--- src/rtl/subfilter_host.sv ---
// Handshake host for one polyphase subfilter stage: an input FIFO feeding the
// subfilter's req_in/ack_in port and an output register draining req_out/ack_out.
module subfilter_host #(
    parameter int unsigned DWIDTH     = 16,
    parameter int unsigned FIFO_DEPTH = 4,
    parameter int unsigned AWIDTH     = 2
) (
    input  logic              clk,
    input  logic              rst,
    input  logic              in_valid,
    output logic              in_ready,
    input  logic [DWIDTH-1:0] in_data,
    input  logic              sub_req_in,
    output logic              sub_ack_in,
    output logic [DWIDTH-1:0] sub_data_in,
    input  logic              sub_req_out,
    output logic              sub_ack_out,
    input  logic [DWIDTH-1:0] sub_data_out,
    output logic              out_valid,
    input  logic              out_ready,
    output logic [DWIDTH-1:0] out_data,
    output logic [AWIDTH:0]   fifo_count
);
    typedef enum logic {StIdle, StAck} state_e;

    localparam logic [AWIDTH:0] Depth = (AWIDTH + 1)'(FIFO_DEPTH);

    state_e            in_state_q, in_state_d;
    state_e            out_state_q, out_state_d;
    logic [DWIDTH-1:0] mem_q [FIFO_DEPTH];
    logic [AWIDTH-1:0] wr_ptr_q, wr_ptr_d;
    logic [AWIDTH-1:0] rd_ptr_q, rd_ptr_d;
    logic [AWIDTH:0]   count_q, count_d;
    logic              in_ready_q, in_ready_d;
    logic [DWIDTH-1:0] sub_data_in_q, sub_data_in_d;
    logic              out_valid_q, out_valid_d;
    logic [DWIDTH-1:0] out_data_q, out_data_d;
    logic              push, pop, capture;

    always_ff @(posedge clk or negedge rst) begin
        if (!rst) begin
            in_state_q  <= StIdle;
            out_state_q <= StIdle;
        end else begin
            in_state_q  <= in_state_d;
            out_state_q <= out_state_d;
        end
    end

    // Each ack lasts one cycle: ACK always returns to IDLE, and IDLE blocks a re-pop.
    always_comb begin
        pop         = (in_state_q == StIdle) && sub_req_in && (count_q != '0);
        capture     = (out_state_q == StIdle) && sub_req_out && (!out_valid_q || out_ready);
        in_state_d  = pop ? StAck : StIdle;
        out_state_d = capture ? StAck : StIdle;
    end

    always_comb begin
        push     = in_valid && in_ready_q;
        wr_ptr_d = push ? wr_ptr_q + 1'b1 : wr_ptr_q;
        rd_ptr_d = pop ? rd_ptr_q + 1'b1 : rd_ptr_q;
        count_d  = count_q;
        if (push && !pop) begin
            count_d = count_q + 1'b1;
        end else if (pop && !push) begin
            count_d = count_q - 1'b1;
        end
        // No bypass: readiness follows the registered occupancy only.
        in_ready_d    = count_d < Depth;
        sub_data_in_d = pop ? mem_q[rd_ptr_q] : sub_data_in_q;
        out_data_d    = capture ? sub_data_out : out_data_q;
        out_valid_d   = out_valid_q;
        if (capture) begin
            out_valid_d = 1'b1;
        end else if (out_ready) begin
            out_valid_d = 1'b0;
        end
    end

    always_ff @(posedge clk or negedge rst) begin
        if (!rst) begin
            wr_ptr_q      <= '0;
            rd_ptr_q      <= '0;
            count_q       <= '0;
            in_ready_q    <= 1'b0;
            sub_data_in_q <= '0;
            out_valid_q   <= 1'b0;
            out_data_q    <= '0;
        end else begin
            wr_ptr_q      <= wr_ptr_d;
            rd_ptr_q      <= rd_ptr_d;
            count_q       <= count_d;
            in_ready_q    <= in_ready_d;
            sub_data_in_q <= sub_data_in_d;
            out_valid_q   <= out_valid_d;
            out_data_q    <= out_data_d;
        end
    end

    always_ff @(posedge clk) begin
        if (push) begin
            mem_q[wr_ptr_q] <= in_data;
        end
    end

    assign in_ready    = in_ready_q;
    assign sub_ack_in  = (in_state_q == StAck);
    assign sub_data_in = sub_data_in_q;
    assign sub_ack_out = (out_state_q == StAck);
    assign out_valid   = out_valid_q;
    assign out_data    = out_data_q;
    assign fifo_count  = count_q;

endmodule

--- config.mk ---
export PLATFORM = sky130hd
export DESIGN_NAME = subfilter_host
export DESIGN_NICKNAME = d
export VERILOG_FILES = /design/src/rtl/subfilter_host.sv
export SDC_FILE = /design/constraint.sdc
export NUM_CORES = 1
export LEC_CHECK = 0
export ABC_CLOCK_PERIOD_IN_PS = 2750
export CORE_MARGIN = 1
export CORE_UTILIZATION = 27
export CTS_CLUSTER_SIZE = 20
export DETAILED_ROUTE_END_ITERATION = 8
export HOLD_SLACK_MARGIN = 0.08
export PLACE_DENSITY = 0.45
export SKIP_LAST_GASP = 1
export SYNTH_ARGS = -nofsm -noshare
export SYNTH_HDL_FRONTEND = slang
export SYNTH_SLANG_ARGS = --single-unit
--- constraint.sdc ---
create_clock -name clk -period 2.75 [get_ports clk]
set_input_delay 0.275 -clock clk [delete_from_list [all_inputs] [get_ports clk]]
set_output_delay 0.275 -clock clk [all_outputs]
set_load 0.005 [all_outputs]
After elaboration in Yosys (flattened, before gate mapping)
Memories as Yosys holds them, arrays and structs flattened. A register that Yosys moved wholly into a read port is not among the register bits.
Index checks and enable logic that the tools add are counted.
{ "totals": {"ff_bits": 27, "ram_bits": 64, "inputBits": 38, "out_inout_bits": 39, "word_cells": 38, "mem_count": 1} }
{ "mem_list": {"columns": ["name", "depth", "width", "read_ports", "rd_ports_with_merged_regs", "wr", "line_no", "rtl"], "rows": [
  ["mem_q", 4, 16, 1, 1, 1, "30", "logic [DWIDTH-1:0] mem_q [FIFO_DEPTH];"]
]} }
{ "op_classes": {"n_addsub": 4, "magnitude_cmp": 1, "n_mux": 8, "n_bitwise": 2, "reduce_logical": 14} }
{ "ops": {"columns": ["operator", "count"], "rows": [
  ["$logic_and 1x1->1", 7],
  ["$mux 1", 6],
  ["$mux 3", 2],
  ["$add 2x1->2 const B", 2],
  ["$logic_not 1->1", 4],
  ["$add 3x1->3 const B", 1],
  ["$lt 3x3->1 const B", 1],
  ["$reduce_bool 3->1", 1],
  ["$sub 3x1->3 const B", 1],
  ["$not 1->1", 2],
  ["$reduce_bool 2->1", 1],
  ["$logic_or 1x1->1", 1]
]} }

Logic depth before layout (Yosys ltp)
{ "logic_depth": {"word_depth": 7, "mapped_depth": 11, "depth_no_buf": 9} }

Worst setup path before layout
OpenSTA, ideal clock, no wires.
{ "synth_path": {"path_kind": "register to register", "from": "reg count_q[0] (netlist: fifo_count[0])", "to": "reg with a tool-made name", "setup_time_ns": 0.087, "t_arrival_ns": 2.040, "required_time_ns": 2.663, "slack_ns": 0.623, "stages_incl_launch_ff": 12, "n_path_buf": 2, "synth_period_minus_slack_ns": 2.127, "path_cell_list": "dfrtp_1 > inv_1 > ha_1 > nor2b_1 > nor3b_1 > buf_4 > buf_6 > inv_1 > ha_1 > nor3b_1 > o21ai_0 > o211ai_1"} }
{ "synth_rtl": {"columns": ["item", "line_no", "rtl"], "rows": [
  ["from (decl)", "33", "logic [AWIDTH:0] count_q, count_d;"],
  ["from (signal assigned)", "92", "count_q <= count_d;"]
]} }

Worst setup path after layout
{ "layout_path": {"from": "reg count_q[0] (netlist: fifo_count[0])", "to": "reg in_ready_q (netlist: in_ready)"} }
{ "layout_between": {"elab_chain_cells": 6, "word_cells_on_any_way": 10, "cone_classes": "add/sub (2); order compare (1); mux (2); reduce/logical (5)"} }
{ "layout_lines": {"columns": ["item", "line_no", "rtl"], "rows": [
  ["branches (longest 4 deep; another with $sub 3x1->3)", null, null],
  ["$mux 3 (*)", "63", "if (push && !pop) begin"],
  ["$lt 3x3->1 (*)", "69", "in_ready_d = count_d < Depth;"],
  ["named net in_ready_d", "34", "logic in_ready_q, in_ready_d;"],
  ["to (signal assigned)", "93", "in_ready_q <= in_ready_d;"],
  ["to (decl)", "34", null]
]} }
Mark *: on every way through the listed nets, which the timed path passes.
A chain may end at the register's enable or synchronous reset.

==> qor.txt <==
====================================================================================================
Reg2reg start                                                                           fifo_count[0]$_DFFE_PN0P_
Most frequent cell after synthesis                                                      sky130_fd_sc_hd__edfxtp_1
Hold violation count in the final report                                                           0
Routed length on met1                                                                        3550 um
Flip-flop and latch count after synthesis                                                        107
Synth cell count leaders                                                                sky130_fd_sc_hd__edfxtp_1, sky130_fd_sc_hd__dfrtp_1, sky130_fd_sc_hd__mux2_2, sky130_fd_sc_hd__ha_1, sky130_fd_sc_hd__mux4_2
Setup repair after global routing missed its margin                                            false
I/O pins                                                                                          77
Max layer used                                                                                  met4
Synth area leaders                                                                      sky130_fd_sc_hd__edfxtp_1, sky130_fd_sc_hd__dfrtp_1, sky130_fd_sc_hd__mux2_2
Setup Buffers After CTS                                                                            0
Library cell used as clock root buffer                                                  sky130_fd_sc_hd__clkbuf_16
Critical Path RT                                                                             2.97 ns
Cell chain of the critical path                                                         inv_1, ha_1, nor2b_1, nor3b_2, buf_4, ha_1, nor2b_1, a22oi_1, xor2_1
Share of cells above drive strength 1                                                          0.218
Die area                                                                                  0.0161 mm2
Total Routing Usage GR                                                                         0.109
Number of enable-type register cells in the synthesized netlist                                   64
DR vias/cell                                                                                    4.41
Core Util, Final                                                                               0.363
Remaining global-route overflow                                                                    0
Crit path largest cell delay                                                                 0.42 ns
TritonCTS clock tree                                                                            done
Crit-path leading delay family                                                          simple AND/OR/NAND/NOR gates
Vias in the first global route                                                                 2,340
Drt wl/cell                                                                                  16.5 um
Count of unresolved DRC violations after routing                                                   0
First drt pass iteration count                                                                     4
Gate count of the mapped netlist                                                                 212
Number of design-rule violations left by the first detailed-router iteration                     117
Number of buffer cells added on primary ports                                                     76
Static leakage power                                                                         2.06 nW
Mean Syn Cell Area                                                                          19.8 um2
Slowest CP cell                                                                         sky130_fd_sc_hd__dfrtp_1
Startpoint of the worst setup timing path                                               fifo_count[0]$_DFFE_PN0P_
Met3 wire length                                                                              499 um
Net count reported at finish                                                                     349
Clock-pin slew reported for the worst setup and hold paths after clock tree synthesis        0.07 ns
Final setup TNS                                                                                 0 ns
Count of buffering cells on the critical path with inverters included                              2
Number of distinct library cell variants in the gate-level netlist after synthesis                29
Main synth FF type                                                                      sky130_fd_sc_hd__edfxtp_1
Die height                                                                                    127 um
Post-synth top area share                                                                      0.458
Slew @ Worst Pin                                                                            0.999 ns
Post-synthesis sequential area ratio                                                           0.714
CP max FO                                                                                          8
Routability-driven placement congestion ratio                                                  0.695
Endpoint kind of the worst setup timing path                                               flip-flop
Setup crit start kind                                                                      flip-flop
Diodes inserted                                                                                    0
# setup viols final                                                                                0
Hold Crit Class                                                                         input port to async pin
Crit path DAT                                                                                2.30 ns
Total clock sinks                                                                                107
Maximum number of pins on one net before global-route repair                                      44
Floorplan Core Area                                                                       0.0152 mm2
Final HPWL from detailed placement                                                           5360 um
Count of fill cells added during filler insertion                                              1,435
Final setup slack of the worst path                                                         0.676 ns
H-tree levels                                                                                      3
Cell Pwr Density                                                                          966 mW/mm2
Count of hold-fix buffers inserted at cts                                                          0
Outcome                                                                                 complete, no violations
Setup skew after layout                                                                   0.00596 ns
Layout overhead on the synthesized area                                                        31.5%
# Max-Cap Violations                                                                               0
Total via count after detailed routing                                                         2,183
Worst hold slack                                                                            0.107 ns
Syn Nets                                                                                         259
YS warnings                                                                                        0
Row Count                                                                                         45
Initial antenna violation count                                                                    0
Clock Latency Late Sink                                                                      0.34 ns
Post-layout total power                                                                      5.33 mW
Largest area contributor in the synthesized netlist                                     sky130_fd_sc_hd__edfxtp_1
Cell Area, Synth                                                                         0.00420 mm2
Quantity of gates resized following cts                                                            0
Number of buffers inserted during clock tree synthesis                                             9
Aggregate routed wire length                                                                 8180 um
Initial cell density of the core                                                               0.276
Critical path start-end classification                                                  flip-flop to flip-flop
Shortest clock period the worst path allows after layout                                     2.07 ns
FFs w/ async S/R, synth                                                                        0.402
Number of max-slew violations in the final report                                                  0
Max Clk Rate                                                                                 482 MHz
Rel. slew slack                                                                                0.334
Share of the clock period used by the worst path after layout                                  0.754
Antenna viol nets, final                                                                           0
Die W                                                                                         127 um
Worst voltage drop across the vdd grid                                                      0.307 mV
Post-Place Setup Slack                                                                      0.670 ns
Global-route wire length before repair                                                     12,900 um
Bufs on Longest Clock Path                                                                         2
Wire length on met2                                                                          4030 um
====================================================================================================
## through the flow
step / cell area (um2) / instances
floorplan: 4200 / 212
global placement: 5200 / 479
detailed placement: 5200 / 479
CTS: 5520 / 495
global route: 5520 / 495
finish: 5520 / 495
## report_power, final
group,switching [mW],internal (mW)
combinational,0.653,0.998
clock,0.565,0.800
sequential,0.185,2.13
total,1.40,3.93
## logic make-up (layout without fill, tap and decap cells)
kind of cell | count (synthesis) | count (layout) | share of synthesized area
adder cells (fa/ha/maj) | 9 | 9 | 0.0268
AND/OR/NAND/NOR | 19 | 19 | 0.0271
multiplexers | 49 | 49 | 0.187
flip-flops | 107 | 107 | 0.714
XOR/XNOR | 4 | 4 | 0.00835
buffers and inverters | 15 | 110 | 0.0232
AO/OA/AOI/OAI | 9 | 9 | 0.0128
## registers in the layout, summed over array words and instances (netlist names), named ones only
| signal | count |
|---|---|
| fifo_count | 2 |
| sub_ack_out | 1 |
| out_data | 16 |
| in_ready | 1 |
| rd_ptr_q | 2 |
| sub_data_in | 16 |
| sub_ack_in | 1 |
| out_valid | 1 |
| wr_ptr_q | 2 |
| mem_q | 64 |
## worst register-to-register path, stage by stage (launching register included)
cell and delay, ns:
sky130_fd_sc_hd__dfrtp_1 0.42, sky130_fd_sc_hd__inv_1 0.08, sky130_fd_sc_hd__ha_1 0.18, sky130_fd_sc_hd__nor2b_1 0.14, sky130_fd_sc_hd__nor3b_2 0.24, sky130_fd_sc_hd__buf_4 0.25, sky130_fd_sc_hd__ha_1 0.18, sky130_fd_sc_hd__nor2b_1 0.21
sky130_fd_sc_hd__a22oi_1 0.11, sky130_fd_sc_hd__xor2_1 0.15
## final timing paths
kind                                               endpoint  slack, ns  cells past startpoint
worst min-delay path                out_data[3]$_DFFE_PN0P_       0.11                      1
worst min register to register      out_data[4]$_DFFE_PN0P_       0.49                      1
min in group clk                    out_data[4]$_DFFE_PN0P_       0.49                      1
max in group asynchronous       sub_data_in[11]$_DFFE_PN0P_       2.03                      1
worst max register to register           in_ready$_DFF_PN0_       0.68                      9
worst max-delay path                     in_ready$_DFF_PN0_       0.68                      9
## cells in the final DEF (no fill, tap or decap), types with 8 or more instances in the layout
cell / n
sky130_fd_sc_hd__clkdlybuf4s50_1: 75
sky130_fd_sc_hd__edfxtp_1: 64
sky130_fd_sc_hd__dfrtp_1: 43
sky130_fd_sc_hd__mux2_2: 22
sky130_fd_sc_hd__buf_4: 10
sky130_fd_sc_hd__mux4_2: 9
sky130_fd_sc_hd__ha_1: 9
sky130_fd_sc_hd__clkbuf_16: 9
sky130_fd_sc_hd__inv_1: 8
sky130_fd_sc_hd__mux2_4: 8
## final cells by class
cell class	instances	area, um2	area share
clock inverters	6	90.1	0.0163
well taps	188	235	0.0426
clock buffers	10	229	0.0415
repair buffers	86	831	0.150
flip-flops and latches	107	3000	0.543
multi-input cells	90	1110	0.201
inverters	8	30.0	0.00544
## per-layer routing
layer,up-vias,GRT usage
li1,989,-
met1,1113,0.130
met2,72,0.187
met3,9,0.0283
met4,0,0.0420
met5,-,0
No activity file was read; power rests on OpenSTA's default activity.
